==> src/rtl/acc_pe_unit.sv <==
// Lane-wise accumulator (1x32 / 4x8 / 2x16) with OFF/ARM/ACC control and a small result FIFO.
// Results appear one cycle after the match cycle; full-buffer pushes without a pop are dropped (sticky overflow).
module acc_pe_unit #(
  parameter int NBIT       = 32,
  parameter int FIFO_DEPTH = 2
) (
  input  logic            clk_i,
  input  logic            rst_n_i,
  input  logic            reg_is_acc_i,
  input  logic [1:0]      reg_acc_vec_mode_i,
  input  logic [NBIT-1:0] reg_acc_init_i,
  input  logic            op_valid_i,
  input  logic [NBIT-1:0] op_data_i,
  input  logic            match_d_i,
  output logic            res_valid_o,
  output logic [NBIT-1:0] res_data_o,
  input  logic            res_ready_i,
  output logic            overflow_o,
  output logic            busy_o
);

  localparam int PW = (FIFO_DEPTH > 1) ? $clog2(FIFO_DEPTH) : 1;

  typedef enum logic [1:0] {ST_OFF, ST_ARM, ST_ACC} state_e;

  state_e          state_q, state_d;
  logic [NBIT-1:0] acc_q, acc_d;
  logic [NBIT-1:0] mem_q [FIFO_DEPTH];
  logic [PW-1:0]   wr_ptr_q, rd_ptr_q;
  logic [PW:0]     cnt_q, cnt_d;
  logic            ovf_q;

  logic [NBIT-1:0] operand, sum;
  logic            push, clr, pop, full, push_ok, drop;

  // Carries are cut at lane boundaries so each lane wraps independently.
  function automatic logic [NBIT-1:0] lane_add(input logic [NBIT-1:0] a,
                                               input logic [NBIT-1:0] b,
                                               input logic [1:0]      mode);
    logic [NBIT-1:0] s;
    s = '0;
    case (mode)
      2'b01:   for (int i = 0; i < NBIT/8; i++)  s[i*8 +: 8]   = a[i*8 +: 8]   + b[i*8 +: 8];
      2'b10:   for (int i = 0; i < NBIT/16; i++) s[i*16 +: 16] = a[i*16 +: 16] + b[i*16 +: 16];
      default: s = a + b;
    endcase
    return s;
  endfunction

  function automatic logic [PW-1:0] ptr_inc(input logic [PW-1:0] p);
    return (p == PW'(FIFO_DEPTH - 1)) ? '0 : p + 1'b1;
  endfunction

  assign operand = op_valid_i ? op_data_i : '0;
  assign sum     = lane_add(acc_q, operand, reg_acc_vec_mode_i);

  always_comb begin
    state_d = state_q;
    acc_d   = acc_q;
    push    = 1'b0;
    clr     = 1'b0;
    if (!reg_is_acc_i) begin
      state_d = ST_OFF;
      clr     = 1'b1;
    end else begin
      case (state_q)
        ST_OFF: begin
          state_d = ST_ARM;
          clr     = 1'b1;
        end
        ST_ARM: begin
          if (match_d_i) begin
            state_d = ST_ACC;
            acc_d   = lane_add(reg_acc_init_i, operand, reg_acc_vec_mode_i);
          end
        end
        ST_ACC: begin
          if (match_d_i) begin
            push  = 1'b1;
            acc_d = reg_acc_init_i;
          end else begin
            acc_d = sum;
          end
        end
        default: state_d = ST_OFF;
      endcase
    end
    if (clr) acc_d = '0;
  end

  assign pop     = res_valid_o && res_ready_i;
  assign full    = (cnt_q == (PW+1)'(FIFO_DEPTH));
  assign push_ok = push && (!full || pop);
  assign drop    = push && full && !pop;

  always_comb begin
    cnt_d = cnt_q;
    case ({push_ok, pop})
      2'b10:   cnt_d = cnt_q + 1'b1;
      2'b01:   cnt_d = cnt_q - 1'b1;
      default: cnt_d = cnt_q;
    endcase
  end

  always_ff @(posedge clk_i or negedge rst_n_i) begin
    if (!rst_n_i) begin
      state_q  <= ST_OFF;
      acc_q    <= '0;
      wr_ptr_q <= '0;
      rd_ptr_q <= '0;
      cnt_q    <= '0;
      ovf_q    <= 1'b0;
    end else begin
      state_q <= state_d;
      acc_q   <= acc_d;
      if (clr) begin
        wr_ptr_q <= '0;
        rd_ptr_q <= '0;
        cnt_q    <= '0;
        ovf_q    <= 1'b0;
      end else begin
        if (push_ok) wr_ptr_q <= ptr_inc(wr_ptr_q);
        if (pop)     rd_ptr_q <= ptr_inc(rd_ptr_q);
        cnt_q <= cnt_d;
        if (drop) ovf_q <= 1'b1;
      end
    end
  end

  // Storage needs no reset: the output is gated to zero while the buffer is empty.
  always_ff @(posedge clk_i) begin
    if (push_ok && !clr) mem_q[wr_ptr_q] <= sum;
  end

  assign res_valid_o = (cnt_q != '0);
  assign res_data_o  = res_valid_o ? mem_q[rd_ptr_q] : '0;
  assign overflow_o  = ovf_q;
  assign busy_o      = (state_q == ST_ACC) || res_valid_o;

endmodule

==> config.mk <==
export PLATFORM = sky130hd
export DESIGN_NAME = acc_pe_unit
export DESIGN_NICKNAME = d
export VERILOG_FILES = /design/src/rtl/acc_pe_unit.sv
export SDC_FILE = /design/constraint.sdc
export NUM_CORES = 1
export LEC_CHECK = 0
export CAP_MARGIN = 20
export CORE_ASPECT_RATIO = 0.9
export CORE_MARGIN = 2
export CORE_UTILIZATION = 64
export DETAILED_ROUTE_END_ITERATION = 8
export DONT_BUFFER_PORTS = 1
export MAX_ROUTING_LAYER = met4
export PLACE_DENSITY = 0.8
export SETUP_SLACK_MARGIN = 0.5
export SLEW_MARGIN = 30
export SYNTH_ARGS = -nofsm -noshare
export SYNTH_HDL_FRONTEND = slang
export SYNTH_SLANG_ARGS = --single-unit
==> constraint.sdc <==
create_clock -name clk_i -period 4.9 [get_ports clk_i]
set_input_delay 0.735 -clock clk_i [delete_from_list [all_inputs] [get_ports clk_i]]
set_output_delay 0.735 -clock clk_i [all_outputs]
set_load 0.02 [all_outputs]
Word-level counts from Yosys, hierarchy flattened
Memories as Yosys holds them, arrays and structs flattened.
Index checks and enable logic that the tools add are counted.
W data, S select, Z words.

word-level totals
  bits in registers = 39
  bits in writable memories = 64
  logic and storage cells = 84
  memories kept = 1

operators by class
  add/subtract/negate cells = 18
  equal/unequal tests = 10
  muxes and demuxes = 29
  reduce and logical (&&, ||, !) cells = 20

memory list
  name   words  width  rd ports  clocked after memory_dff  write ports  line  source
  mem_q  2      32     1         0                         1            28    logic [NBIT-1:0] mem_q [FIFO_DEPTH];

operators by type and width
  cell                   count
  $mux W32               6
  $pmux W32 S2           3
  $add A16 B16 Y16       4
  $add A32 B32 Y32       2
  $add A8 B8 Y8          8
  $mux W1                15
  $reduce_bool A2 Y1     5
  $eq A2 B2 Y1 const B   4
  $eq A2 B1 Y1 const B   3
  $mux W2                3
  $ne A3 B3 Y1 const B   2
  $pmux W2 S3            1
  $reduce_bool A3 Y1     2
  $logic_and A1 B1 Y1    5
  $pmux W2 S2            1
  $logic_not A1 Y1       3
  $reduce_and A3 Y1      1
  $add A1 B1 Y1 const B  2
  $add A2 B1 Y2 const B  1
  $logic_not A2 Y1       1
  $logic_or A1 B1 Y1     2
  $ne A2 B2 Y1 const B   1
  $reduce_and A2 Y1      1
  $sub A2 B1 Y2 const B  1

Logic depth before layout (Yosys ltp)
  word-level depth = 7
  gate-level depth with buffers = 20
  gate-level depth less buffers = 14

Least setup slack after synthesis
Ideal clock, no wire load.

  path kind = input to register
  start = in op_valid_i
  end = reg acc_q[26]
  library setup time = 0.122 ns
  arrival time = 4.338 ns
  data required time = 4.778 ns
  path slack = 0.441 ns
  stages = 20
  path buffers = 7
  cell sequence = buf_6 -> buf_6 -> buf_6 -> buf_6 -> buf_4 -> buf_2 -> clkbuf_1 -> and2_1 -> ha_1 -> ha_1 -> a21oi_1 -> o32ai_1 -> a221oi_2 -> o21ai_2 -> a211oi_2 -> nor2_1 -> o41ai_2 -> o41ai_1 -> a22o_1 -> a32o_1

between the ends
  cells in the longest elaborated chain, start to end = 7

ends and longest elaborated chain
  what                                            line    source
  start, declared                                 12      input logic op_valid_i,
  $mux W32 *                                      54      assign operand = op_valid_i ? op_data_i : '0;
  $add A32 B32 Y32, or another cell as far along  45      default: s = a + b;
  $pmux W32 S2                                    42      case (mode)
  $mux W32 (on tied branches)                     78, 72
  $pmux W32 S2 *                                  66      case (state_q)
  $mux W32 *                                      62      if (!reg_is_acc_i) begin
  $mux W32 *                                      88      if (clr) acc_d = '0;
  end signal, assigned                            108     acc_q <= '0;
  end signal, assigned                            115     acc_q <= acc_d;
  end, declared                                   27      logic [NBIT-1:0] acc_q, acc_d;

Every way passes the cells marked *; elsewhere a longest branch is shown, timed or not. The select of a mux whose other input is x is not followed.
A chain may end at the register's enable or synchronous reset.

Worst setup path after layout
  start = in op_valid_i
  end = reg acc_q[30]

between the ends
  cells in the longest elaborated chain, start to end = 7

ends and longest elaborated chain
  what                                            line  source
  $mux W32 *                                      54
  $add A32 B32 Y32, or another cell as far along  45
  $pmux W32 S2 *                                  42
  named net sum[30]                               33    logic [NBIT-1:0] operand, sum;
  $mux W32 *                                      78    if (match_d_i) begin
  $pmux W32 S2 *                                  66
  $mux W32 *                                      62
  $mux W32 *                                      88

Mark *: on every way through the listed nets, which the timed path passes. The rest lies on a longest branch. The select of a mux whose other input is x is not followed.

==> flow_summary.toml <==
[synth]
syn_area_mm2 = 0.0126
synth_top_family_by_area = "compound AO/OA/AOI/OAI gates"
synth_cell_type_count = 93
synth_compound_area_share_pct = 32.9
synth_top_area_share_pct = 15.2
synth-edff-count = 64
yosys_warnings = 0
synth_cells = 1640
syn_avg_cell_area_um2 = 7.70
yosys.area_share.adder_pct = 2.46
synthMuxAreaShare_pct = 4.58
synth_top_cells_by_count = "nand2_1 (149), nor2_1 (147), a21oi_1 (104)"
async_flop_share_pct = 37.9
synth_ff_type = "edfxtp_1"
ys_ff_latch = 103
synth-xor-area-share_pct = 10.4
yosys.area.top_type = "edfxtp_1"
synthTopCellsByArea = "edfxtp_1 (15%), dfrtp_1 (7.7%), xnor2_1 (6.7%), nand2_1 (4.4%), nor2_1 (4.4%)"
syn_nets = 1732
ys_seq_area_share_pct = 22.9
yosysMostFrequentCell = "nand2_1"
yosys.area_share.simple_pct = 19.7

[routing]
wl_met3_um = 6100
drt_wl_total_um = 44300
drtAntennaViolNets = 0
highest_layer = "met4"
drc = 0
firstDrtPassIters = 7
vias = 13100
via_per_inst = 7.38
drt_iter0_markers = 1930
wl_per_cell_um = 25.0
wirelength_met1_um = 18200
wl_met2_um = 18500

[placed_design]
finalWeightedCongestion = 1.08
io_buffer_count = 0
dpl.cell_count = 1756
hpwl_um = 32800

[worst_setup_path]
r2r_end = "acc_q[28]"
required_ps = 5190
startpoint_type = "primary input"
critical_path.max_fanout = 175
reg2regPathDepth = 14
worstSetupPathType = "primary input to flop"
critical_path_arrival_ps = 4030
worstReg2RegStart = "acc_q[9]"
rrSetupSlack_ps = 1160
crit_path_end_kind = "flop"

[final_layout]
synthToLayoutAreaGrowth_pct = 0.416
fin_cells = 1774
final_layout_size_suffix_gt1_share_pct = 5.45
nets = 1609

[grt]
gr-total-overflow = 0
antenna_found_initial = 1
grt_max_degree = 176
grt_pass1_wl_um = 67400
grt_pass1_vias = 11600
grt.total_usage_pct = 42.5

[die]
fp-row-count = 48
initial_core_util_pct = 65.5
io_pins = 107
die_x_um = 152
dieArea_mm2 = 0.0209
core-area_mm2 = 0.0193
die_y_um = 137

[timing]
setup-violations-final = 0
setup-tns-final_ps = 0
maxSlewViolCount = 0
min_period_ps = 3750
rsz0062_at_grt = "false"
tightest_slew_ps = 1020
post-route-period-util_pct = 76.5
relSlewSlack_pct = 32.1
hold_violations = 0
fin_skew_ps = 19.2
fmax_ghz = 0.267

[power_and_ir_drop]
fin_total_pwr_mw = 2.68
ir_worst_vdd_mv = 0.162
power.leakage_nw = 4.51
cellPowerDensity_mw_per_mm2 = 211

[clocking]
cts_buffers = 9
clockRootBuffer = "clkbuf_16"
hold_buffers = 0
cts-htree-levels = 3
clock_path_buffers = 2
cts_tree = "built"
cts.sinks = 103
clock_latency_ps = 370
postCtsSetupBuffers = 0
ctsResizeCount = 0
clkTransAtPathRegs_ps = 90

[run_status]
status = "completed"

[worst_hold_path]
hp-class = "primary input to async pin"

[flow_run]
cap_violations = 0
-- cells in the final DEF (no fill, tap or decap), drive strengths merged, types with 14 or more instances in the layout --
cell type,netlist,layout
nand2,149,149
nor2,147,147
o21ai,120,120
a21oi,106,106
xnor2,100,100
nand2b,65,65
edfxtp,64,64
mux2i,51,51
xor2,46,46
a32oi,44,44
o22ai,44,44
inv,41,44
dfrtp,39,39
a31oi,36,36
nand3,30,30
nor3,29,29
o31ai,26,26
and2,21,21
ha,20,20
buf,71,20
o211ai,19,19
a21o,17,17
a211oi,16,16
o221ai,15,15
and3,14,14
-- state kept, by name (all words and copies together), names as in the netlist --
| signal | flops |
|---|---|
| overflow_o | 1 |
| mem_q | 64 |
| acc_q | 32 |
| state_q | 2 |
| wr_ptr_q | 1 |
| cnt_q | 2 |
| rd_ptr_q | 1 |
-- report_power, final --
part	leakage, nW	switching (mW)	total, mW	internal, mW
logic	3.25	0.568	0.923	0.354
registers	1.12	0.0533	1.01	0.961
clock network	0.143	0.384	0.745	0.361
total	4.51	1.01	2.68	1.68
-- metal layers --
layer / track usage (%) / vias to the layer above
met5: - / -
met4: 12.9 / 0
met3: 12.4 / 149
met2: 61.8 / 860
met1: 57.5 / 6179
li1: - / 5910
-- through the flow --
| step | worst slack (ps) | cell area, um^2 | hold slack [ps] | util (%) |
|---|---|---|---|---|
| final | 1150 | 12700 | 50.4 | 65.8 |
| after global routing | 907 | 12700 | 47.4 | 65.8 |
| after CTS | 1250 | 12700 | 52.7 | 65.8 |
| after detailed placement | 925 | 12400 | 442 | 64.2 |
| after global placement | 1050 | 12400 | 442 | 64.2 |
| after floorplan | 513 | 12600 | 439 | - |
-- critical path: stages --
cell and delay [ps]:
and2_1 150, ha_1 250, ha_1 320, a21oi_4 60, a2111oi_1 460, a221oi_2 160
o21ai_2 340, a211oi_2 140, o31ai_1 490, mux2_2 390, o21ai_1 260, a21oi_1 110
o21ai_1 100
-- area by class of cell --
type / count / area (um^2)
Sequential cell: 103 / 2900
Multi-Input combinational cell: 1341 / 8860
Clock buffer: 9 / 225
Antenna cell: 2 / 5.00
Inverter: 42 / 158
Clock inverter: 7 / 72.6
Timing Repair Buffer: 20 / 150
Fill cell: 1713 / 6590
Tap cell: 250 / 313
-- how the worst max path moves through the flow --
| stage | from | to | slack [ps] | depth (start not counted) |
|---|---|---|---|---|
| after global placement | op_valid_i | acc_q[30] | 1050 | 13 |
| after floorplan | op_valid_i | acc_q[26] | 510 | 20 |
| after global routing | acc_q[9] | acc_q[28] | 910 | 14 |
| after detailed placement | op_valid_i | acc_q[28] | 920 | 13 |
| final | op_valid_i | acc_q[30] | 1150 | 13 |
| after CTS | acc_q[9] | acc_q[28] | 1250 | 14 |
-- cells by family (layout without fill, tap and decap cells) --
kind of cell / Yosys count / in the layout
other: 0 / 2
adders and majority gates: 26 / 26
AOI/OAI and AO/OA: 596 / 596
muxes: 57 / 57
buffers and inverters: 196 / 78
DFF: 103 / 103
and+or+nand+nor: 516 / 516
xor gates and xnor gates: 146 / 146
Note: power is estimated with default switching activity, not from simulation.
